## config.mk

```make
export PLATFORM = sky130hd
export DESIGN_NAME = counter_arbiter
export DESIGN_NICKNAME = d
export VERILOG_FILES = /design/src/rtl/counter_arbiter.sv
export SDC_FILE = /design/constraint.sdc
export NUM_CORES = 1
export LEC_CHECK = 0
export CORE_MARGIN = 3
export CORE_UTILIZATION = 40
export DETAILED_ROUTE_END_ITERATION = 12
export DONT_BUFFER_PORTS = 1
export PLACE_DENSITY_LB_ADDON = 0.05
export SYNTH_ARGS = -nofsm -noshare
export SYNTH_HDL_FRONTEND = slang
export SYNTH_SLANG_ARGS = --single-unit
```

## constraint.sdc

```tcl
create_clock -name i_clk -period 2 [get_ports i_clk]
set_clock_uncertainty 0.1 [all_clocks]
set_input_delay 0.4 -clock i_clk [delete_from_list [all_inputs] [get_ports i_clk]]
set_output_delay 0.4 -clock i_clk [all_outputs]
set_load 0.1 [all_outputs]
```

## src/rtl/counter_arbiter.sv

```systemverilog
// Round-robin arbiter granting one of four requesters a burst of
// up/down counter steps; one burst at a time through IDLE/LOAD/RUN/DONE.
module counter_arbiter (
   input  logic        i_clk,
   input  logic        i_reset,
   input  logic [3:0]  i_req,
   input  logic [7:0]  i_op,
   input  logic [15:0] i_len,
   output logic [3:0]  o_gnt,
   output logic [3:0]  o_done,
   output logic [1:0]  o_ctrl,
   output logic        o_cnt_en,
   output logic        o_busy,
   output logic [1:0]  o_owner
);

   typedef enum logic [1:0] {
      S_IDLE,
      S_LOAD,
      S_RUN,
      S_DONE
   } state_t;

   state_t     r_state;
   logic [1:0] r_last;
   logic [3:0] r_len;
   logic [3:0] r_rem;

   logic [1:0] w_win;
   logic [1:0] w_idx;
   logic       w_any;
   logic [3:0] w_win_oh;

   // Scan from the highest offset down so the nearest requester after
   // the last owner is the final one to overwrite the winner.
   always_comb begin
      w_win = r_last + 2'd1;
      w_idx = r_last + 2'd1;
      w_any = 1'b0;
      for (int k = 3; k >= 0; k--) begin
         w_idx = r_last + 2'd1 + 2'(k);
         if (i_req[w_idx]) begin
            w_win = w_idx;
            w_any = 1'b1;
         end
      end
   end

   assign w_win_oh = 4'b0001 << w_win;

   // o_ctrl doubles as the latched step code for the whole burst.
   always_ff @(posedge i_clk or posedge i_reset) begin
      if (i_reset) begin
         r_state  <= S_IDLE;
         r_last   <= 2'd3;
         r_len    <= 4'd0;
         r_rem    <= 4'd0;
         o_gnt    <= 4'b0000;
         o_done   <= 4'b0000;
         o_ctrl   <= 2'b00;
         o_cnt_en <= 1'b0;
         o_busy   <= 1'b0;
         o_owner  <= 2'd0;
      end else begin
         case (r_state)
            S_IDLE: begin
               if (w_any) begin
                  r_state <= S_LOAD;
                  o_owner <= w_win;
                  o_gnt   <= w_win_oh;
                  o_ctrl  <= i_op[{w_win, 1'b0} +: 2];
                  r_len   <= i_len[{w_win, 2'b00} +: 4];
                  o_busy  <= 1'b1;
               end
            end
            S_LOAD: begin
               if (r_len == 4'd0) begin
                  r_state <= S_DONE;
                  o_done  <= o_gnt;
               end else begin
                  r_state  <= S_RUN;
                  r_rem    <= r_len;
                  o_cnt_en <= 1'b1;
               end
            end
            S_RUN: begin
               r_rem <= r_rem - 4'd1;
               if (r_rem == 4'd1) begin
                  r_state  <= S_DONE;
                  o_cnt_en <= 1'b0;
                  o_done   <= o_gnt;
               end
            end
            S_DONE: begin
               r_state  <= S_IDLE;
               r_last   <= o_owner;
               o_gnt    <= 4'b0000;
               o_done   <= 4'b0000;
               o_ctrl   <= 2'b00;
               o_cnt_en <= 1'b0;
               o_busy   <= 1'b0;
            end
            default: begin
               r_state <= S_IDLE;
            end
         endcase
      end
   end

endmodule

```

After elaboration in Yosys (flattened, before gate mapping)
Cells that the tools add are included.

word-level totals
  register bits = 26
  bits of input ports = 30

cells by class
  $add $sub $neg = 5
  magnitude comparators = 4
  reduce and logical (&&, ||, !) cells = 11
  equality and inequality tests = 8
  multiplexer cells = 34
  shift operators = 3

operators by type and width
  operator                                                                count
  4-bit two-way mux                                                       4
  4-bit one-hot mux with 2 select lines                                   2
  16-bit by 5-bit variable part select with 4-bit output                  1
  2-bit two-way mux                                                       7
  2-bit by 3-bit < comparator with 1-bit output (second input constant)   4
  1-bit two-way mux                                                       12
  4-bit one-hot mux with 3 select lines                                   1
  1-bit binary-select mux with 2-bit select                               4
  2-bit != test (second input constant)                                   4
  2-bit one-hot mux with 4 select lines                                   1
  2-bit AND reduction                                                     4
  8-bit by 4-bit variable part select with 2-bit output                   1
  3-bit AND reduction                                                     2
  2-bit by 1-bit adder with 2-bit output (second input constant)          2
  2-bit adder (second input constant)                                     2
  2-bit equality test (second input constant)                             2
  4-bit by 1-bit equality test with 1-bit output (second input constant)  1
  4-bit zero test                                                         1
  2-bit one-hot mux with 2 select lines                                   1
  2-bit nonzero test                                                      2
  1-bit by 2-bit << shifter with 4-bit output (first input constant)      1
  4-bit by 1-bit subtractor with 4-bit output (second input constant)     1
  1-bit one-hot mux with 3 select lines                                   1
  3-bit nonzero test                                                      1
  other kinds (3)                                                         3

Depth between registers and ports, before layout
Gate-level depths: netlist of the first run.

  depth after elaboration = 11
  mapped depth = 7
  gate-level depth less buffers = 6

Worst setup path before layout of the first run
OpenSTA, ideal clock, no wires.

  kind = reg2reg
  from = reg r_last[1]
  to = reg o_ctrl[0]
  cell stages (with the launch flop) = 8
  clock period less this slack = 1,868 ps
  path buffers = 2
  slack = 132 ps
  arrival = 1,664 ps
  data required time = 1,797 ps
  cell sequence = dfstp_2 buf_2 xnor2_1 o22ai_2 nand2b_4 buf_12 a211oi_2 o41ai_2

between the ends
  cells in the longest elaborated chain, start to end = 11
  elaborated cells between the ends (all ways) = 25

RTL lines
  what                                                   RTL line  source
  start: declaration                                     25        logic [1:0] r_last;
  start signal: assignment                               96        r_last <= o_owner;
  2-bit by 1-bit adder with 2-bit output *               37, 41
  2-bit adder                                            41        w_idx = r_last + 2'd1 + 2'(k);
  1-bit binary-select mux with 2-bit select              42        if (i_req[w_idx]) begin
  1-bit two-way mux (implied by the code)                42
  2-bit two-way mux (4 in series)                        42
  8-bit by 4-bit variable part select with 2-bit output  71        o_ctrl <= i_op[{w_win, 1'b0} +: 2];
  2-bit two-way mux                                      67        if (w_any) begin
  2-bit one-hot mux with 2 select lines                  65        case (r_state)
  end signal: assignment                                 71
  end: declaration                                       11        output logic [1:0] o_ctrl,

Every way passes the cells marked *; elsewhere a longest branch is shown, timed or not. The select of a mux whose other input is x is not followed.
A chain may end at the register's enable or synchronous reset.

Final worst setup path of the first run
  from = reg r_last[1]
  to = reg r_len[2]

between the ends
  cells in the longest elaborated chain, start to end = 9
  elaborated cells between the ends (all ways) = 22

RTL lines
  what                                                                                                  RTL line  source
  2-bit by 1-bit adder with 2-bit output *                                                              37, 41
  2-bit adder                                                                                           41
  1-bit binary-select mux with 2-bit select                                                             42
  1-bit two-way mux (implied by the code)                                                               42
  2-bit two-way mux / 1-bit two-way mux (equally long branches) (4 in series)                           42
  16-bit by 5-bit variable part select with 4-bit output / 2-bit AND reduction (equally long branches)  -
  end signal: assignment                                                                                72        r_len <= i_len[{w_win, 2'b00} +: 4];
  end: declaration                                                                                      26        logic [3:0] r_len;

Marked as above.

==> results of run 1 <==
## how the worst max path moves through the flow
stage	from	endpoint	slack, ps	cells past startpoint
global route	r_last[1]	r_len[1]	-60	5
CTS	r_last[1]	r_len[2]	60	5
detailed placement	r_last[1]	r_len[2]	80	5
finish	r_last[1]	r_len[2]	90	5
floorplan	r_last[1]	o_ctrl[0]	130	7
global placement	r_last[1]	r_len[0]	160	5
## cells by family (layout without fill, tap and decap cells)
| kind of cell | Yosys count | count (layout) | share of synthesized area |
|---|---|---|---|
| buffers and inverters | 17 | 42 | 0.0515 |
| AOI/OAI and AO/OA | 51 | 51 | 0.246 |
| adders and majority gates | 6 | 6 | 0.0476 |
| muxes | 8 | 8 | 0.0531 |
| DFF | 26 | 26 | 0.414 |
| and+or+nand+nor | 58 | 58 | 0.182 |
| xor gates and xnor gates | 1 | 1 | 0.00555 |
## through the flow
| stage | setup TNS (ps) | instances |
|---|---|---|
| after floorplan | 0 | 167 |
| after global placement | 0 | 235 |
| after detailed placement | 0 | 235 |
| after CTS | 0 | 240 |
| after global routing | -137 | 240 |
| final | 0 | 240 |
## layout make-up
cell class | count | area share
inverters | 12 | 0.0239
well taps | 48 | 0.0319
clock inverters | 1 | 0.0159
flip-flops and latches | 26 | 0.347
repair buffers | 26 | 0.105
clock buffers | 3 | 0.0219
multi-input cells | 124 | 0.454
## worst max-delay path, cell delays in order, from the launching register on
cell       delay [ps]
dfstp_2           620
o2bb2ai_1         150
o22ai_2           100
nand2b_4          230
a2111oi_1         490
a211oi_1           90
## layer usage
layer,vias to the layer above,wire length [µm],GRT usage
li1,653,-,-
met1,604,1630,0.225
met2,37,1610,0.259
met3,2,254,0.0373
met4,0,21,0.0633
met5,-,0,0
## sequential cells by signal, indices dropped and copies added, names as in the netlist
| signal | flops |
|---|---|
| r_last | 2 |
| o_done | 4 |
| r_state | 2 |
| o_owner | 2 |
| o_cnt_en | 1 |
| o_busy | 1 |
| r_rem | 4 |
| o_gnt | 4 |
| r_len | 4 |
| o_ctrl | 2 |
## layout by cell type, fill, tap and decap left out, types with 5 or more instances in the layout
cell,instances
buf_4,25
dfrtp_1,24
nor2_1,19
nand2_1,18
inv_1,12
o21ai_0,11
a211oi_1,8
a21oi_1,6
ha_1,6
nand3b_1,5
mux2i_1,5
## repair_timing
action | in CTS | in global routing
hold buffers | 1 | 0
endpoints found under the hold margin | 24 | 0
setup endpoints to repair | 0 | 4
resized for setup | 0 | 6
==> flow_summary_export.csv, run 1 <==
group,metric,value,unit
placement,place_hpwl,2750,µm
route,drt_pass1_iterations,4,
clock_network,cts_buffer_depth,2,
grt,antenna_found_initial,0,
timing,holdWs,267,ps
die,die_h,68.8,µm
finish,regArea,653,µm²
placement,routabilityCongestion,0.839,
route,drtIter0Drc,84,
die,rows,22,
outcome,status,"finished, final reports clean",
clock_network,post-cts-setup-buffer-count,0,
yosys,syn-num-nets,203,
worst_setup_path,required,2040,ps
timing,rsz0062_at_grt,"yes",
placement,io_buffer_count,0,
yosys,async_flop_share,1.00,
finish,design_area,1880,µm²
die,start_util,0.421,
yosys,yosys_warnings,0,
finish,multi_input_area,856,µm²
clock_network,cts.sink_count,26,
yosys,postSynthCellCount,167,
placement,post_dp_cell_area,1790,µm²
worst_setup_path,path_class,"reg2reg",
finish,fin_nets,229,
job,maxCapViolCount,0,
die,die_w,68.8,µm
clock_network,clkLatencyLatePin,270,ps
yosys,synth-seq-cells,26,
timing,fin_crit_sh,0.955,
yosys,syn_area_per_cell,9.45,µm²
yosys,yosysMostFrequentCell,"dfrtp_1",
worst_setup_path,rr_endpoint,"r_len[2]",
timing,drv_slew,0,
clock_network,cts_buffers,3,
clock_network,cts_root_buf,"clkbuf_8",
min_path,min_from,"i_len[6]",
finish,antenna_cells,0,
yosys,synth_commonest_cells,"dfrtp_1, nor2_1, nand2_1",
yosys,ys_types,42,
timing,worst_pin_slew,898,ps
clock_network,path_clk_slew,90,ps
die,dieArea,4730,µm²
die,core,3740,µm²
yosys,synth.top_cell.area_share,0.381,
finish,utilization,0.503,
timing,setup_ws,89.4,ps
route,routed_wl,3520,µm
route,vias,1296,
min_path,hold_class,"in2reg",
grt,grt_max_degree,27,
worst_setup_path,r2r-start,"r_last[1]",
worst_setup_path,cp-start-kind,"flop",
worst_setup_path,critPathMaxFanout,14,
finish,syn2layout_area_growth,19.3,%
yosys,yosysSeqAreaShare,0.414,
yosys,syn_area,1580,µm²
grt,grt_overflow_total,0,
clock_network,htree_levels,1,
route,ant_nets,0,
min_path,min_path_cells,2,
yosys,yosys.area.top_type,"dfrtp_1",
worst_setup_path,reg2reg_depth,5,
timing,setup_viol,0,
timing,finalHoldViolations,0,
grt,grt_pass1_wl,5920,µm
clock_network,tritoncts,"yes",
min_path,whs_endpoint,"r_len[2]",
worst_setup_path,rrSetupSlack,90,ps
route,route.detailed.drc,0,
timing,fin_crit,1910,ps
route,viasPerCell,5.40,
yosys,netlist_top_cells_area,"dfrtp_1, ha_1, nor2_1, nand2_1, a211oi_1",
finish,drive_gt1_frac,0.234,
die,ios,44,
yosys,synth_edf_count,0,
worst_setup_path,cp-end-kind,"flop",
placement,pre_cts_slack,78.8,ps
yosys,synth_ff_type,"dfrtp_1",
worst_setup_path,critical_path_arrival,1950,ps
grt,grt_pass1_vias,1312,
route,wl_per_cell,14.6,µm
grt,grt_use_total,0.166,
timing,max_freq,523,MHz
finish,n_fill_cell,372,
timing,max_slew_margin,0.402,
Power of run 1 is left out: the tool's default activity adds up to more than one toggle a clock period on the data nets, which glitch-free logic cannot reach.
==> inputs of run 2 (changes only) <==
Settings changed: CORE_MARGIN 3 to 1.5, SKIP_LAST_GASP set to 1.
==> flow_summary_export.csv, run 2 (synthesis results as in run 1) <==
group,metric,value,unit
outcome,status,"finished, final reports clean",
clock_network,cts_buffers,3,
route,vias,1306,
clock_network,cts_root_buf,"clkbuf_8",
die,die_h,65.8,µm
die,start_util,0.425,
grt,grt_pass1_wl,5800,µm
min_path,whs_endpoint,"r_len[1]",
worst_setup_path,path_cells,"nand2b_1 -> a21oi_1 -> a211o_1 -> a2111oi_0 -> a211oi_1",
worst_setup_path,path_class,"reg2reg",
grt,grt_max_degree,27,
min_path,min_from,"i_len[5]",
clock_network,path_clk_slew,90,ps
worst_setup_path,reg2reg_depth,5,
job,maxCapViolCount,0,
timing,worst_pin_slew,884,ps
worst_setup_path,cp_slowest_cell,"dfstp_2",
clock_network,cts_buffer_depth,2,
clock_network,clkLatencyLatePin,260,ps
grt,grt_use_total,0.171,
worst_setup_path,cp-end-kind,"flop",
grt,grt_overflow_total,0,
clock_network,cts.sink_count,26,
timing,drv_slew,0,
worst_setup_path,critical_path_arrival,1940,ps
finish,fin_nets,228,
timing,rsz0062_at_grt,"yes",
timing,max_freq,527,MHz
finish,design_area,1860,µm²
clock_network,post-cts-setup-buffer-count,0,
worst_setup_path,cp-start-kind,"flop",
timing,finalHoldViolations,0,
placement,post_dp_cell_area,1780,µm²
die,rows,22,
finish,final_cell_mix,"dfrtp_1, buf_4, nor2_1",
die,die_w,65.8,µm
grt,antenna_found_initial,0,
route,wl_per_cell,14.3,µm
placement,io_buffer_count,0,
die,dieArea,4330,µm²
worst_setup_path,r2r-start,"r_last[0]",
placement,routabilityCongestion,0.773,
min_path,hold_class,"in2reg",
route,viasPerCell,5.46,
route,routed_wl,3430,µm
route,drt_pass1_iterations,4,
worst_setup_path,rrSetupSlack,100,ps
clock_network,htree_levels,1,
route,drtIter0Drc,70,
timing,fin_crit,1900,ps
clock_network,tritoncts,"yes",
timing,fin_crit_sh,0.949,
finish,drive_gt1_frac,0.230,
timing,max_slew_margin,0.410,
worst_setup_path,required,2040,ps
finish,antenna_cells,0,
die,core,3720,µm²
min_path,min_path_cells,2,
worst_setup_path,critPathMaxFanout,8,
route,ant_nets,0,
grt,grt_pass1_vias,1274,
worst_setup_path,slowest_delay,600,ps
worst_setup_path,rr_endpoint,"r_len[2]",
route,route.detailed.drc,0,
timing,setup_viol,0,
placement,place_hpwl,2650,µm
die,ios,44,
finish,syn2layout_area_growth,17.8,%
run 2: cell types whose count changed in the layout (fill, tap and decap cells not counted):
cell / delta
clkbuf_8: +1
buf_4: -1
bufinv_16: -1
a2111oi_0: +1
a2111oi_1: -1
run 2: how the worst max path moves through the flow:
stage,from,to,slack (ps),cells past startpoint
2_1_floorplan,r_last[1],o_ctrl[0],130,7
3_3_place_gp,r_last[0],r_len[1],200,5
3_5_place_dp,r_last[0],r_len[1],80,5
4_1_cts,r_last[0],r_len[1],60,5
5_1_grt,r_last[0],r_len[2],-10,5
6_report,r_last[0],r_len[2],100,5
run 2: per-stage QoR:
stage	setup slack, ps	utilization	TNS, ps	hold WS [ps]	std cells
after floorplan	132	-	0	339	167
after global placement	201	0.479	0	274	234
after detailed placement	76.3	0.479	0	275	234
after CTS	61.1	0.497	0	249	239
after global routing	-10.3	0.500	-10.3	275	239
final	102	0.500	0	253	239
run 2: final cells by class:
class / instances / area (µm²)
fill: 380 / 1860
multi-input combinational: 124 / 855
sequential: 26 / 653
timing repair buffer: 25 / 190
tap: 48 / 60.1
clock buffer: 4 / 55.1
inverter: 12 / 45.0
run 2: repair_timing:
| action | 4_1_cts | 5_1_grt |
|---|---|---|
| gates resized for setup | 0 | 5 |
| endpoints found under the hold margin | 24 | 0 |
| hold buffers | 1 | 0 |
| endpoints found under the setup margin | 0 | 3 |
run 2: critical path, delay by kind of cell, from the launching register on:
kind               cells  cell delay, ps
and+or+nand+nor        1             120
DFF                    1             600
AOI/OAI and AO/OA      4             950
run 2: metal layers:
metal,track usage,up-vias,part of all wire
li1,-,650,-
met1,0.245,608,0.50
met2,0.270,46,0.43
met3,0.0239,2,0.063
met4,0.0469,0,0.0096
met5,0,-,0
Power of run 2 is left out for the same reason.
==> inputs of run 3 (changes only) <==
Settings changed: CORE_UTILIZATION 40 to 55.
==> flow_summary_export.csv, run 3 (synthesis results as in run 1) <==
group,metric,value,unit
clock_network,post-cts-setup-buffer-count,0,
outcome,status,"finished, final reports clean",
finish,fin_nets,229,
timing,fin_crit,1870,ps
route,route.detailed.drc,0,
placement,io_buffer_count,0,
timing,setup_viol,0,
finish,antenna_cells,0,
grt,grt_use_total,0.223,
route,ant_nets,0,
finish,final_cell_mix,"buf_4, dfrtp_1, nor2_1",
timing,drv_slew,0,
timing,holdWs,186,ps
grt,grt_pass1_vias,1305,
route,drt_pass1_iterations,4,
clock_network,htree_levels,1,
grt,grt_overflow_total,0,
job,maxCapViolCount,0,
clock_network,cts_buffers,3,
worst_setup_path,critPathMaxFanout,14,
route,viasPerCell,5.83,
route,drtIter0Drc,37,
worst_setup_path,path_class,"reg2reg",
grt,grt_max_degree,27,
clock_network,cts_root_buf,"clkbuf_4",
die,die_w,56.6,µm
finish,drive_gt1_frac,0.240,
timing,finalHoldViolations,0,
worst_setup_path,required,2120,ps
timing,worst_pin_slew,881,ps
grt,antenna_found_initial,0,
timing,max_slew_margin,0.413,
finish,syn2layout_area_growth,16.8,%
die,dieArea,3200,µm²
clock_network,tritoncts,"yes",
timing,fin_crit_sh,0.936,
route,wl_per_cell,14.7,µm
die,core,2730,µm²
worst_setup_path,cp-start-kind,"flop",
timing,max_freq,534,MHz
die,ios,44,
worst_setup_path,cp-end-kind,"flop",
finish,utilization,0.674,
die,rows,19,
clock_network,cts_buffer_depth,2,
clock_network,clkLatencyLatePin,330,ps
grt,grt_pass1_wl,5730,µm
route,vias,1299,
placement,place_hpwl,2570,µm
route,routed_wl,3290,µm
placement,routabilityCongestion,0.751,
clock_network,path_clk_slew,150,ps
finish,final_common_cell,"buf_4",
clock_network,cts.sink_count,26,
die,die_h,56.6,µm
min_path,hold_class,"in2reg",
die,start_util,0.577,
worst_setup_path,critical_path_arrival,1990,ps
-- run 3: cell count changes in the layout (fill, tap and decap cells not counted) --
cell and delta:
buf_4 +1, bufinv_16 +1, clkbuf_4 +3, clkbuf_8 -4, dfrtp_1 -1, dfrtp_2 +1
-- run 3: worst max-delay path, cell delays in order (launching register included) --
cell and delay (ps):
dfstp_2 630, xnor2_1 160, o22ai_2 100, nand2b_4 230, a2111oi_1 460, a211oi_1 90
-- run 3: cell type report --
class	instances	area, µm²
Inverter	12	45.0
Clock buffer	3	22.5
Fill cell	238	891
Timing Repair Buffer	26	198
Multi-Input combinational cell	124	855
Tap cell	31	38.8
Sequential cell	26	654
Clock inverter	1	30.0
-- run 3: metal layers --
| layer | global-route usage | up-vias | wire length (µm) |
|---|---|---|---|
| met5 | 0 | - | 0 |
| met4 | 0.0578 | 0 | 32 |
| met3 | 0.0323 | 4 | 146 |
| met2 | 0.369 | 36 | 1580 |
| met1 | 0.306 | 604 | 1530 |
| li1 | - | 655 | - |
-- run 3: path summary, 6_finish.rpt --
path / startpoint / to / slack [ps] / cells past startpoint
worst max-delay path: r_last[1] / r_len[0] / 130 / 5
worst min-delay path: i_len[7] / r_len[3] / 190 / 2
worst max register to register: r_last[1] / r_len[0] / 130 / 5
worst min register to register: o_owner[1] / o_owner[1] / 430 / 2
max in group asynchronous: i_reset / r_last[1] / 1060 / 3
min in group asynchronous: i_reset / o_done[2] / 440 / 3
-- run 3: what timing repair did --
action / 4_1_cts / 5_1_grt
resized for setup: 0 / 6
setup endpoints to repair: 0 / 8
endpoints found under the hold margin: 24 / 0
hold buffers: 1 / 0
-- run 3: metrics by stage --
step | setup TNS [ps] | cell area, µm² | std cells | worst slack [ps]
finish | 0 | 1840 | 223 | 128
global route | -22.6 | 1840 | 223 | -22.6
CTS | 0 | 1830 | 223 | 93.8
detailed placement | 0 | 1770 | 218 | 130
global placement | 0 | 1770 | 218 | 176
floorplan | 0 | 1580 | 167 | 132
Power of run 3 is left out for the same reason.
